File: config.mk
export PLATFORM = sky130hd
export DESIGN_NAME = freq_meter_flat
export DESIGN_NICKNAME = d
export VERILOG_FILES = /design/src/rtl/freq_meter_if.sv /design/src/rtl/freq_meter.sv /design/src/flat_wrapper.sv
export SDC_FILE = /design/constraint.sdc
export NUM_CORES = 1
export LEC_CHECK = 0
export CAP_MARGIN = 20
export CORE_MARGIN = 5
export CORE_UTILIZATION = 40
export CTS_BUF_LIST = sky130_fd_sc_hd__clkbuf_4
export CTS_CLUSTER_DIAMETER = 30
export DETAILED_ROUTE_END_ITERATION = 8
export SETUP_SLACK_MARGIN = 0.2
export SYNTH_ARGS = -nofsm -noshare
export SYNTH_HDL_FRONTEND = slang
export SYNTH_SLANG_ARGS = --single-unit
File: constraint.sdc
create_clock -name clk -period 3.7 [get_ports clk]
set_input_delay 0.37 -clock clk [delete_from_list [all_inputs] [get_ports clk]]
set_output_delay 0.37 -clock clk [all_outputs]
set_load 0.02 [all_outputs]
File: src/rtl/freq_meter_if.sv
// Control/result bundle for freq_meter: measurement input, requests and published result.
interface freq_meter_if #(
    parameter int CNT_W = 16
);
    logic             sig_in;
    logic             start;
    logic             continuous;
    logic             busy;
    logic             valid;
    logic [CNT_W-1:0] count;
    logic             ovf;

    modport master (
        output sig_in, start, continuous,
        input  busy, valid, count, ovf
    );

    modport slave (
        input  sig_in, start, continuous,
        output busy, valid, count, ovf
    );
endinterface

File: src/rtl/freq_meter.sv
// Gated frequency meter: counts synchronized rising edges of sig_in over GATE_CYCLES clk
// cycles and publishes the saturating count with a one-cycle valid strobe.
module freq_meter #(
    parameter int GATE_CYCLES = 50000000,
    parameter int CNT_W       = 16
) (
    input  logic        clk,
    input  logic        rst,
    freq_meter_if.slave bus
);
    localparam int               GW        = $clog2(GATE_CYCLES);
    localparam logic [GW-1:0]    GATE_LAST = GW'(GATE_CYCLES - 1);
    localparam logic [CNT_W-1:0] CNT_MAX   = '1;

    typedef enum logic {IDLE, GATE} state_t;
    state_t state, state_nxt;

    logic             s1, s2, s3;
    logic             edge_pulse;
    logic [GW-1:0]    gate_cnt;
    logic [CNT_W-1:0] edge_cnt, edge_cnt_nxt;
    logic             sat, sat_nxt;
    logic             in_gate, gate_end;

    always_ff @(posedge clk or posedge rst) begin
        if (rst) begin
            s1 <= 1'b0;
            s2 <= 1'b0;
            s3 <= 1'b0;
        end else begin
            s1 <= bus.sig_in;
            s2 <= s1;
            s3 <= s2;
        end
    end

    assign edge_pulse = s2 & ~s3;

    always_ff @(posedge clk or posedge rst) begin
        if (rst) state <= IDLE;
        else     state <= state_nxt;
    end

    always_comb begin
        state_nxt = state;
        in_gate   = 1'b0;
        gate_end  = 1'b0;
        case (state)
            IDLE: begin
                if (bus.start || bus.continuous) state_nxt = GATE;
            end
            GATE: begin
                in_gate  = 1'b1;
                gate_end = (gate_cnt == GATE_LAST);
                if (gate_end && !bus.continuous) state_nxt = IDLE;
            end
            default: state_nxt = IDLE;
        endcase
    end

    assign bus.busy = in_gate;

    // Saturating increment; the final cycle's edge is folded into the published result.
    always_comb begin
        edge_cnt_nxt = edge_cnt;
        sat_nxt      = sat;
        if (edge_pulse) begin
            if (edge_cnt == CNT_MAX) sat_nxt = 1'b1;
            else                     edge_cnt_nxt = edge_cnt + CNT_W'(1);
        end
    end

    always_ff @(posedge clk or posedge rst) begin
        if (rst) begin
            gate_cnt  <= '0;
            edge_cnt  <= '0;
            sat       <= 1'b0;
            bus.valid <= 1'b0;
            bus.count <= '0;
            bus.ovf   <= 1'b0;
        end else begin
            bus.valid <= gate_end;
            if (!in_gate || gate_end) begin
                gate_cnt <= '0;
                edge_cnt <= '0;
                sat      <= 1'b0;
            end else begin
                gate_cnt <= gate_cnt + GW'(1);
                edge_cnt <= edge_cnt_nxt;
                sat      <= sat_nxt;
            end
            if (gate_end) begin
                bus.count <= edge_cnt_nxt;
                bus.ovf   <= sat_nxt;
            end
        end
    end
endmodule
File: src/flat_wrapper.sv
// flat-port wrapper written by rule: the top's interface ports become plain ports
module freq_meter_flat 
#(
    parameter int GATE_CYCLES = 50000000,
    parameter int CNT_W       = 16
)
  (clk, rst, bus_sig_in, bus_start, bus_continuous, bus_busy, bus_valid, bus_count, bus_ovf);
  freq_meter_if #(.CNT_W(CNT_W)) bus_i ();
  input  logic clk;
  input  logic rst;
  input wire logic [$bits(bus_i.sig_in)-1:0] bus_sig_in;
  input wire logic [$bits(bus_i.start)-1:0] bus_start;
  input wire logic [$bits(bus_i.continuous)-1:0] bus_continuous;
  output wire logic [$bits(bus_i.busy)-1:0] bus_busy;
  output wire logic [$bits(bus_i.valid)-1:0] bus_valid;
  output wire logic [$bits(bus_i.count)-1:0] bus_count;
  output wire logic [$bits(bus_i.ovf)-1:0] bus_ovf;
  assign bus_i.sig_in = bus_sig_in;
  assign bus_i.start = bus_start;
  assign bus_i.continuous = bus_continuous;
  assign bus_busy = bus_i.busy;
  assign bus_valid = bus_i.valid;
  assign bus_count = bus_i.count;
  assign bus_ovf = bus_i.ovf;
  freq_meter #(.GATE_CYCLES(GATE_CYCLES), .CNT_W(CNT_W)) u_core (.clk(clk), .rst(rst), .bus(bus_i));
endmodule
==> flow_metrics.tcl, run 1 <==
set metrics [dict create \
    maxSlewHeadroom_pct 58.9 \
    met2_usage_pct 20.0 \
    post_cts_buffers 0 \
    required_ns 3.98 \
    fin_crit_ns 2.38 \
    dr.pass1.iters 4 \
    pre_cts_ws_ns 1.28 \
    portBuffers 23 \
    min_path_type "in2async" \
    clk_path_buf_depth 2 \
    fmaxAchievable_mhz 421 \
    dp_hpwl_mm 4.41 \
    worst_slack_ns 1.32 \
    max_cap_viol_count 0 \
    drive_above_1_share_pct 11.8 \
    drc 0 \
    htreeDepth 3 \
    drt_iter0_drc 76 \
    avgRoutedWirePerCell_um 13.8 \
    period_share_pct 64.2 \
    r2r_cells 6 \
    setup_viol 0 \
    overflow 0 \
    post_cts_resized 0 \
    track_usage_pct 14.0 \
    ff2ff_setup_slack_ns 1.32 \
    path_clk_slew_ns 0.11 \
    end_kind "flip-flop" \
    routed_wl_mm 6.10 \
    grt-busiest-layer "met1" \
    syn_avg_cell_area_um2 10.2 \
    rows 32 \
    clock_sinks 65 \
    status "complete, no violations" \
    antennaDiodeCount 0 \
    r2r-start "u_core.gate_cnt[0]$_DFF_PP0_" \
    ys_ff_latch 65 \
    ant_nets 0 \
    yosys_warnings 0 \
    async_reset_ff_share_pct 100 \
    num-nets-final 341 \
    p_leak_nw 1.49 \
    setup_tns_ns 0 \
    initial_core_util_pct 40.5 \
    grtUsageMet3_pct 4.64 \
    crit_type "reg2reg" \
    antenna_found_initial 0 \
    tritoncts "done" \
    reg2reg_to "u_core.gate_cnt[19]$_DFF_PP0_" \
    yosysUniqueCellTypes 44 \
    critPathArrivalTime_ns 2.66 \
    die_h_um 98.0 \
    io-pin-count 24 \
    syn_to_final_growth_pct 15.7 \
    grt_pass1_wl_mm 10.8 \
    synth_edf_count 0 \
    grt_max_degree 28 \
    critPathMaxFanout 27 \
    powerDensity_nw_per_um2 429 \
    viasPerCell 5.03 \
    clkLatencyLatePin_ns 0.41 \
    hold_buffers 0 \
    start_kind "flip-flop" \
    synthCells 303 \
    fin_worst_skew_ns 0.0102 \
    synth_flop_cell "dfrtp_1" \
    drv_slew 0 \
    ir_drop_v 0.000335 \
    rsz0062_at_grt "no" \
    tightest_slew_ns 0.616 \
    gp_congestion 0.845 \
    vias 2218 \
    final_cell_mix "dfrtp_1 (65), nor2_1 (49), clkdlybuf4s50_1 (23)" \
    die_w_um 98.0 \
    syn-cell-area_um2 3100 \
    syn-num-nets 310 \
    dieArea_um2 9610 \
    use_met1_pct 20.3 \
    yosysSeqAreaShare_pct 52.5 \
    cts-root-buf "clkbuf_4" \
    final_common_cell "dfrtp_1" \
    hold_viol 0 \
    cts_made_buffers 9 \
    grt_pass1_vias 2160 \
    core_area_um2 7650 \
]
[critical path, stage by stage (launching register included)]
cell	delay (ns)
dfrtp_1	0.41
ha_1	0.21
and3_1	0.22
nand3_1	0.28
o31ai_4	0.60
buf_4	0.42
nor2_1	0.09
[stage by stage]
step	instance area (um2)	hold WS [ns]	total power, mW	util, %	std cells
final	3590	0.270	1.54	46.9	441
after global placement	3460	0.334	1.10	45.2	425
after CTS	3590	0.249	1.56	46.9	441
after detailed placement	3460	0.342	1.10	45.2	425
after global routing	3590	0.272	1.65	46.9	441
after floorplan	3100	0.331	1.03	-	303
[flip-flops by register name (all words and copies together), names as in the netlist]
register,count
u_core.gate_cnt,26
u_core.bus.count,16
u_core.edge_cnt,16
u_core.bus.ovf,1
u_core.bus.valid,1
u_core.s1,1
u_core.s2,1
u_core.s3,1
u_core.sat,1
u_core.state,1
[how the worst max path moves through the flow]
stage	from	endpoint	slack (ns)	cells after the start
global placement	u_core.gate_cnt[0]$_DFF_PP0_	u_core.edge_cnt[2]$_DFF_PP0_	1.39	6
detailed placement	u_core.gate_cnt[0]$_DFF_PP0_	u_core.edge_cnt[6]$_DFF_PP0_	1.28	6
global route	u_core.gate_cnt[0]$_DFF_PP0_	u_core.edge_cnt[2]$_DFF_PP0_	1.08	6
CTS	u_core.gate_cnt[0]$_DFF_PP0_	u_core.sat$_DFF_PP0_	1.26	6
finish	u_core.gate_cnt[0]$_DFF_PP0_	u_core.gate_cnt[19]$_DFF_PP0_	1.32	6
floorplan	rst	u_core.bus.count[0]$_DFFE_PP0P_	1.70	1
[layout make-up]
| class | count | area, um2 |
|---|---|---|
| timing repair buffer | 27 | 260 |
| clock inverter | 7 | 61.3 |
| inverter | 11 | 41.3 |
| tap | 102 | 128 |
| fill | 716 | 4060 |
| multi-input combinational | 220 | 1400 |
| sequential | 65 | 1630 |
| clock buffer | 9 | 67.6 |
[where the power goes]
part / switching [mW] / leakage [nW] / internal, mW
Sequential: 0.0898 / 0.870 / 0.780
Combinational: 0.116 / 0.559 / 0.0978
Clock: 0.256 / 0.0644 / 0.198
Total: 0.462 / 1.49 / 1.08
[cell usage after synthesis (4+ instances only)]
| library cell | instances | area (um2) |
|---|---|---|
| xor2_1 | 10 | 87.6 |
| nand2_1 | 21 | 78.8 |
| nand4_1 | 8 | 50.1 |
| a21oi_1 | 5 | 25.0 |
| nor2_1 | 49 | 184 |
| mux2i_1 | 5 | 50.1 |
| nor4_1 | 4 | 25.0 |
| nor4_2 | 4 | 50.1 |
| nand3_1 | 21 | 105 |
| nor3_1 | 11 | 55.1 |
| dfrtp_1 | 65 | 1630 |
| xnor2_1 | 21 | 184 |
| and4_1 | 4 | 35.0 |
| o21ai_0 | 4 | 20.0 |
| inv_1 | 11 | 41.3 |
| o21ai_1 | 6 | 30.0 |
| buf_2 | 5 | 25.0 |
| and3_1 | 6 | 37.5 |
[cells by family (layout without fill, tap and decap cells)]
| group | count (synthesis) | after routing | share of synthesized area (%) |
|---|---|---|---|
| AOI/OAI and AO/OA | 27 | 27 | 5.37 |
| xor gates and xnor gates | 31 | 31 | 8.76 |
| adders and majority gates | 2 | 2 | 0.807 |
| buffers and inverters | 18 | 54 | 2.75 |
| DFF | 65 | 65 | 52.5 |
| muxes | 8 | 8 | 2.70 |
| and+or+nand+nor | 152 | 152 | 27.1 |
[routing by layer]
layer / vias up / wire length (um)
met2: 28 / 2700
met4: 0 / 82
li1: 1114 / -
met1: 1067 / 3090
met5: - / 0
met3: 9 / 229
(Power assumes the default switching activity.)
==> inputs of run 2 (changes only) <==
==> constraint.sdc (replaced) <==
create_clock -name clk -period 2.3 [get_ports clk]
set_input_delay 0.23 -clock clk [delete_from_list [all_inputs] [get_ports clk]]
set_output_delay 0.23 -clock clk [all_outputs]
set_load 0.02 [all_outputs]
==> run 2 against run 1 <==
Effect of this change:
- sequential share of layout area down 1.4 points
- cell area up 3.3%
- hold slack worse by 0.045 ns
- clock power up 63%
- setup slack worse by 1.0 ns
- critical endpoint is now u_core.bus.count[11]$_DFFE_PP0P_
- largest power group unchanged
- count of clock-buffer cells in the layout unchanged
- die area unchanged
- power up 63%
- first-iteration DRC count up 33%
- combinational power up 71%
- non-clock buffer count up 7
- via count up 2.3%
==> flow_metrics.tcl, run 2 (synthesized netlist as in run 1, its figures left out) <==
set metrics [dict create \
    final_cell_mix "dfrtp_1 (65), nor2_1 (49), clkdlybuf4s50_1 (23)" \
    htreeDepth 3 \
    powerDensity_nw_per_um2 676 \
    multi_input_area_um2 1430 \
    end_kind "flip-flop" \
    die_w_um 98.0 \
    largest_reg_flops 26 \
    setup_tns_ns 0 \
    dieArea_um2 9610 \
    num-nets-final 349 \
    vias 2270 \
    min_path_type "in2async" \
    max_cap_viol_count 0 \
    portBuffers 23 \
    p_leak_nw 1.56 \
    ff2ff_setup_slack_ns 0.33 \
    ir_drop_v 0.000476 \
    hold_viol 0 \
    critPathMaxFanout 14 \
    viasPerCell 5.07 \
    fill_cells 718 \
    die_h_um 98.0 \
    slowest_delay_ns 0.47 \
    io-pin-count 24 \
    fin_worst_skew_ns 0.0204 \
    drt_iter0_drc 101 \
    wl_met1_mm 3.20 \
    final_cell_area_um2 3700 \
    highest_layer "met4" \
    status "complete, no violations" \
    largest_register "u_core.gate_cnt" \
    clock_sinks 65 \
    antennaDiodeCount 0 \
    required_ns 2.59 \
    routed_wl_mm 6.53 \
    tritoncts "done" \
    track_usage_pct 14.1 \
    pre_cts_ws_ns 0.111 \
    dp_hpwl_mm 4.45 \
    rsz0062_at_grt "yes" \
    initial_core_util_pct 40.5 \
    hold_buffers 0 \
    regArea_um2 1630 \
    fmaxAchievable_mhz 507 \
    setup_viol 0 \
    clk_path_buf_depth 2 \
    critPathArrivalTime_ns 2.26 \
    final_util_pct 48.4 \
    drive_above_1_share_pct 14.7 \
    critical_path.top_delay_family "simple AND/OR/NAND/NOR gates" \
    syn_to_final_growth_pct 19.5 \
    crit_type "reg2reg" \
    worst_slack_ns 0.328 \
    rows 32 \
    met3_wirelength_um 204 \
    overflow 0 \
    gp_congestion 0.819 \
    grt_pass1_wl_mm 11.0 \
    start_kind "flip-flop" \
    cp.buffers_inverters 1 \
    ant_nets 0 \
    clkLatencyLatePin_ns 0.42 \
    holdWs_ns 0.224 \
    core_area_um2 7650 \
    drv_slew 0 \
    path_clk_slew_ns 0.11 \
    postPlaceCellArea_um2 3530 \
    drc 0 \
    slowest_stage "dfrtp_1" \
    dr.pass1.iters 4 \
    top_regs "u_core.gate_cnt x26, u_core.bus.count x16, u_core.edge_cnt x16" \
    wl_met2_mm 3.05 \
    grt_pass1_vias 2241 \
    cts_made_buffers 9 \
    tightest_slew_ns 0.654 \
    avgRoutedWirePerCell_um 14.6 \
    cts-root-buf "clkbuf_4" \
    fin_crit_ns 1.97 \
    maxSlewHeadroom_pct 56.3 \
    period_share_pct 85.7 \
    antenna_found_initial 0 \
    crit_chain "nor4b_2 -> nand3_2 -> nor4_4 -> buf_12 -> mux2_2" \
    grt_max_degree 37 \
    final_common_cell "dfrtp_1" \
]
[run 2: cell types whose count changed in the layout (fill, tap and decap cells not counted)]
cell	delta
or4_1	-1
buf_4	+4
or4_4	+2
clkinvlp_4	-1
clkinv_1	-2
nand3_2	+1
nand3_1	-1
nor4_2	-1
nor4_4	+1
clkinv_2	+1
clkinv_4	+1
buf_12	+3
[run 2: power by group]
part	internal (mW)	leakage (nW)	total, mW	switching, mW
logic	0.166	0.620	0.367	0.201
clock network	0.320	0.0692	0.740	0.420
registers	1.26	0.870	1.40	0.142
[run 2: worst register-to-register path, delay by kind of cell (launching register included)]
kind	cells	cell delay (ns)
flip-flops	1	0.47
buffers and inverters	1	0.18
multiplexers	1	0.33
AND/OR/NAND/NOR	3	0.88
[run 2: metrics by stage]
| step | instances | power [mW] |
|---|---|---|
| final | 448 | 2.50 |
| after global routing | 448 | 2.64 |
| after CTS | 445 | 2.52 |
| after detailed placement | 430 | 1.78 |
| after global placement | 430 | 1.76 |
| after floorplan | 303 | 1.66 |
[run 2: layout make-up]
class	count	area share, %
clock inverters	6	1.62
inverters	11	1.11
repair buffers	34	9.46
flip-flops and latches	65	43.9
well taps	102	3.45
clock buffers	9	1.82
multi-input cells	221	38.6
[run 2: path summary, 6_finish.rpt]
kind,cells past startpoint,start,to
max,5,u_core.gate_cnt[7]$_DFF_PP0_,u_core.bus.count[11]$_DFFE_PP0P_
min,2,rst,u_core.state$_DFF_PP0_
max reg2reg,5,u_core.gate_cnt[7]$_DFF_PP0_,u_core.bus.count[11]$_DFFE_PP0P_
min reg2reg,0,u_core.s1$_DFF_PP0_,u_core.s2$_DFF_PP0_
max in group asynchronous,3,rst,u_core.bus.count[11]$_DFFE_PP0P_
min in group clk,1,bus_sig_in,u_core.s1$_DFF_PP0_
[run 2: routing by layer]
metal | global-route usage [%] | up-vias
met2 | 22.3 | 32
met4 | 6.39 | 0
met3 | 2.93 | 6
met5 | 0 | -
li1 | - | 1132
met1 | 18.7 | 1100
[run 2: repair_timing]
action | 4_1_cts | 5_1_grt
pin swaps | 0 | 3
gates resized for setup | 1 | 3
gates cloned | 0 | 1
endpoints found under the setup margin | 8 | 7
buffers inserted | 0 | 2
==> inputs of run 3 (changes only) <==
==> constraint.sdc (replaced) <==
create_clock -name clk -period 2.4 [get_ports clk]
set_input_delay 0.72 -clock clk [delete_from_list [all_inputs] [get_ports clk]]
set_output_delay 0.72 -clock clk [all_outputs]
set_load 0.02 [all_outputs]
==> run 3 against run 2 <==
Effect of this change:
- clock power rose by 13%
- critical path type is now reg2out
- flip-flop and latch count did not move
- largest power group unchanged
- core utilization fell by 0.11 points
- via count fell by 1.1%
==> flow_metrics.tcl, run 3 (synthesized netlist as in run 1, its figures left out) <==
set metrics [dict create \
    drc 0 \
    gp_congestion 0.801 \
    portBuffers 23 \
    dr.pass1.iters 6 \
    required_ns 1.68 \
    status "complete, no violations" \
    crit_chain "clkdlybuf4s50_1" \
    path_clk_slew_ns 0.11 \
    slowest_stage "clkdlybuf4s50_1" \
    rows 32 \
    r2r_cells 6 \
    maxSlewHeadroom_pct 68.7 \
    drv_slew 0 \
    cp.buffers_inverters 1 \
    clkLatencyLatePin_ns 0.41 \
    io-pin-count 24 \
    grt_pass1_vias 2335 \
    largest_reg_flops 26 \
    critical_path.top_delay_family "buffers and inverters" \
    critPathMaxFanout 2 \
    fin_cells 445 \
    fmaxAchievable_mhz 470 \
    vias 2246 \
    period_share_pct 88.6 \
    crit_type "reg2out" \
    powerDensity_nw_per_um2 682 \
    largest_register "u_core.gate_cnt" \
    grt_pass1_wl_mm 11.2 \
    hold_viol 0 \
    slowest_delay_ns 0.61 \
    viasPerCell 5.05 \
    path_depth 1 \
    die_h_um 98.0 \
    final_cell_mix "dfrtp_1 (64), nor2_1 (49), clkdlybuf4s50_1 (22)" \
    max_cap_viol_count 0 \
    fin_crit_ns 2.13 \
    hold_buffers 0 \
    ff2ff_setup_slack_ns 0.42 \
    overflow 0 \
    start_kind "flip-flop" \
    cts-root-buf "clkbuf_4" \
    core_area_um2 7650 \
    end_kind "output pin" \
    rsz0062_at_grt "no" \
    ant_nets 0 \
    cts_made_buffers 9 \
    clk_path_buf_depth 2 \
    crit_start "u_core.bus.count[15]$_DFFE_PP0P_" \
    dpl.cell_count 429 \
    critPathArrivalTime_ns 1.41 \
    fill_cells 732 \
    num-nets-final 345 \
    htreeDepth 3 \
    final_common_cell "dfrtp_1" \
    dp_hpwl_mm 4.53 \
    routed_wl_mm 6.09 \
    crit_path_end "bus_count[15]" \
    drive_above_1_share_pct 14.0 \
    drt_iter0_drc 57 \
    avgRoutedWirePerCell_um 13.7 \
    p_leak_nw 1.54 \
    r2r-start "u_core.gate_cnt[0]$_DFF_PP0_" \
    initial_core_util_pct 40.5 \
    antennaDiodeCount 0 \
    grt_max_degree 31 \
    track_usage_pct 14.4 \
    ir_drop_v 0.000413 \
    setup_tns_ns 0 \
    tightest_slew_ns 0.466 \
    top_regs "u_core.gate_cnt x26, u_core.bus.count x16, u_core.edge_cnt x16" \
    antenna_found_initial 0 \
    clock_sinks 65 \
    reg2reg_to "u_core.bus.count[9]$_DFFE_PP0P_" \
    die_w_um 98.0 \
    syn_to_final_growth_pct 19.2 \
    min_path_type "reg2reg" \
    fin_worst_skew_ns 0.0156 \
    setup_viol 0 \
    tritoncts "done" \
    dieArea_um2 9610 \
    final_util_pct 48.3 \
]
-- run 3: changes by cell type in the layout (fill, tap and decap cells not counted), sizes merged --
| cell | delta |
|---|---|
| buf | -3 |
| bufinv | +1 |
| clkbuf | +2 |
| clkdlybuf4s50 | -1 |
| clkinv | -2 |
| clkinvlp | +1 |
| dlygate4sd2 | +1 |
| inv | -1 |
| or4 | -1 |
-- run 3: power by group --
part	total [mW]	internal [mW]	switching, mW
registers	1.34	1.20	0.138
logic	0.339	0.157	0.182
clock network	0.838	0.445	0.394
-- run 3: routing by layer --
layer | GRT usage [%] | share of wire [%]
met5 | 0 | 0
met4 | 4.90 | 1.9
met3 | 4.43 | 4.0
met2 | 23.0 | 47
met1 | 18.5 | 47
-- run 3: area by class of cell --
cell class                      instances  area [um2]  share of cell area, %
Sequential cell                        65        1630                   44.1
Inverter                               11        45.0                   1.22
Tap cell                              102         128                   3.45
Timing Repair Buffer                   31         327                   8.84
Multi-Input combinational cell        220        1410                   38.0
Clock buffer                           11        82.6                   2.24
Clock inverter                          5        80.1                   2.17
-- run 3: timing repair --
item | in CTS | in global routing
buffers inserted | 0 | 0
resized for setup | 3 | 0
endpoints found under the setup margin | 2 | 0
-- run 3: stage by stage --
stage | total power, mW | setup slack (ns) | hold WS [ns] | area (um2)
after floorplan | 1.59 | 0.479 | 0.331 | 3100
after global placement | 1.69 | 0.274 | 0.335 | 3530
after detailed placement | 1.70 | 0.223 | 0.341 | 3530
after CTS | 2.56 | 0.230 | 0.373 | 3690
after global routing | 2.68 | 0.204 | 0.402 | 3690
final | 2.52 | 0.274 | 0.382 | 3690
-- run 3: worst min path at each step --
stage | start | end | cells after the start
CTS | u_core.s1$_DFF_PP0_ | u_core.s2$_DFF_PP0_ | 0
detailed placement | u_core.s1$_DFF_PP0_ | u_core.s2$_DFF_PP0_ | 0
floorplan | u_core.s1$_DFF_PP0_ | u_core.s2$_DFF_PP0_ | 0
global route | u_core.s1$_DFF_PP0_ | u_core.s2$_DFF_PP0_ | 0
global placement | u_core.s1$_DFF_PP0_ | u_core.s2$_DFF_PP0_ | 0
finish | u_core.s1$_DFF_PP0_ | u_core.s2$_DFF_PP0_ | 0
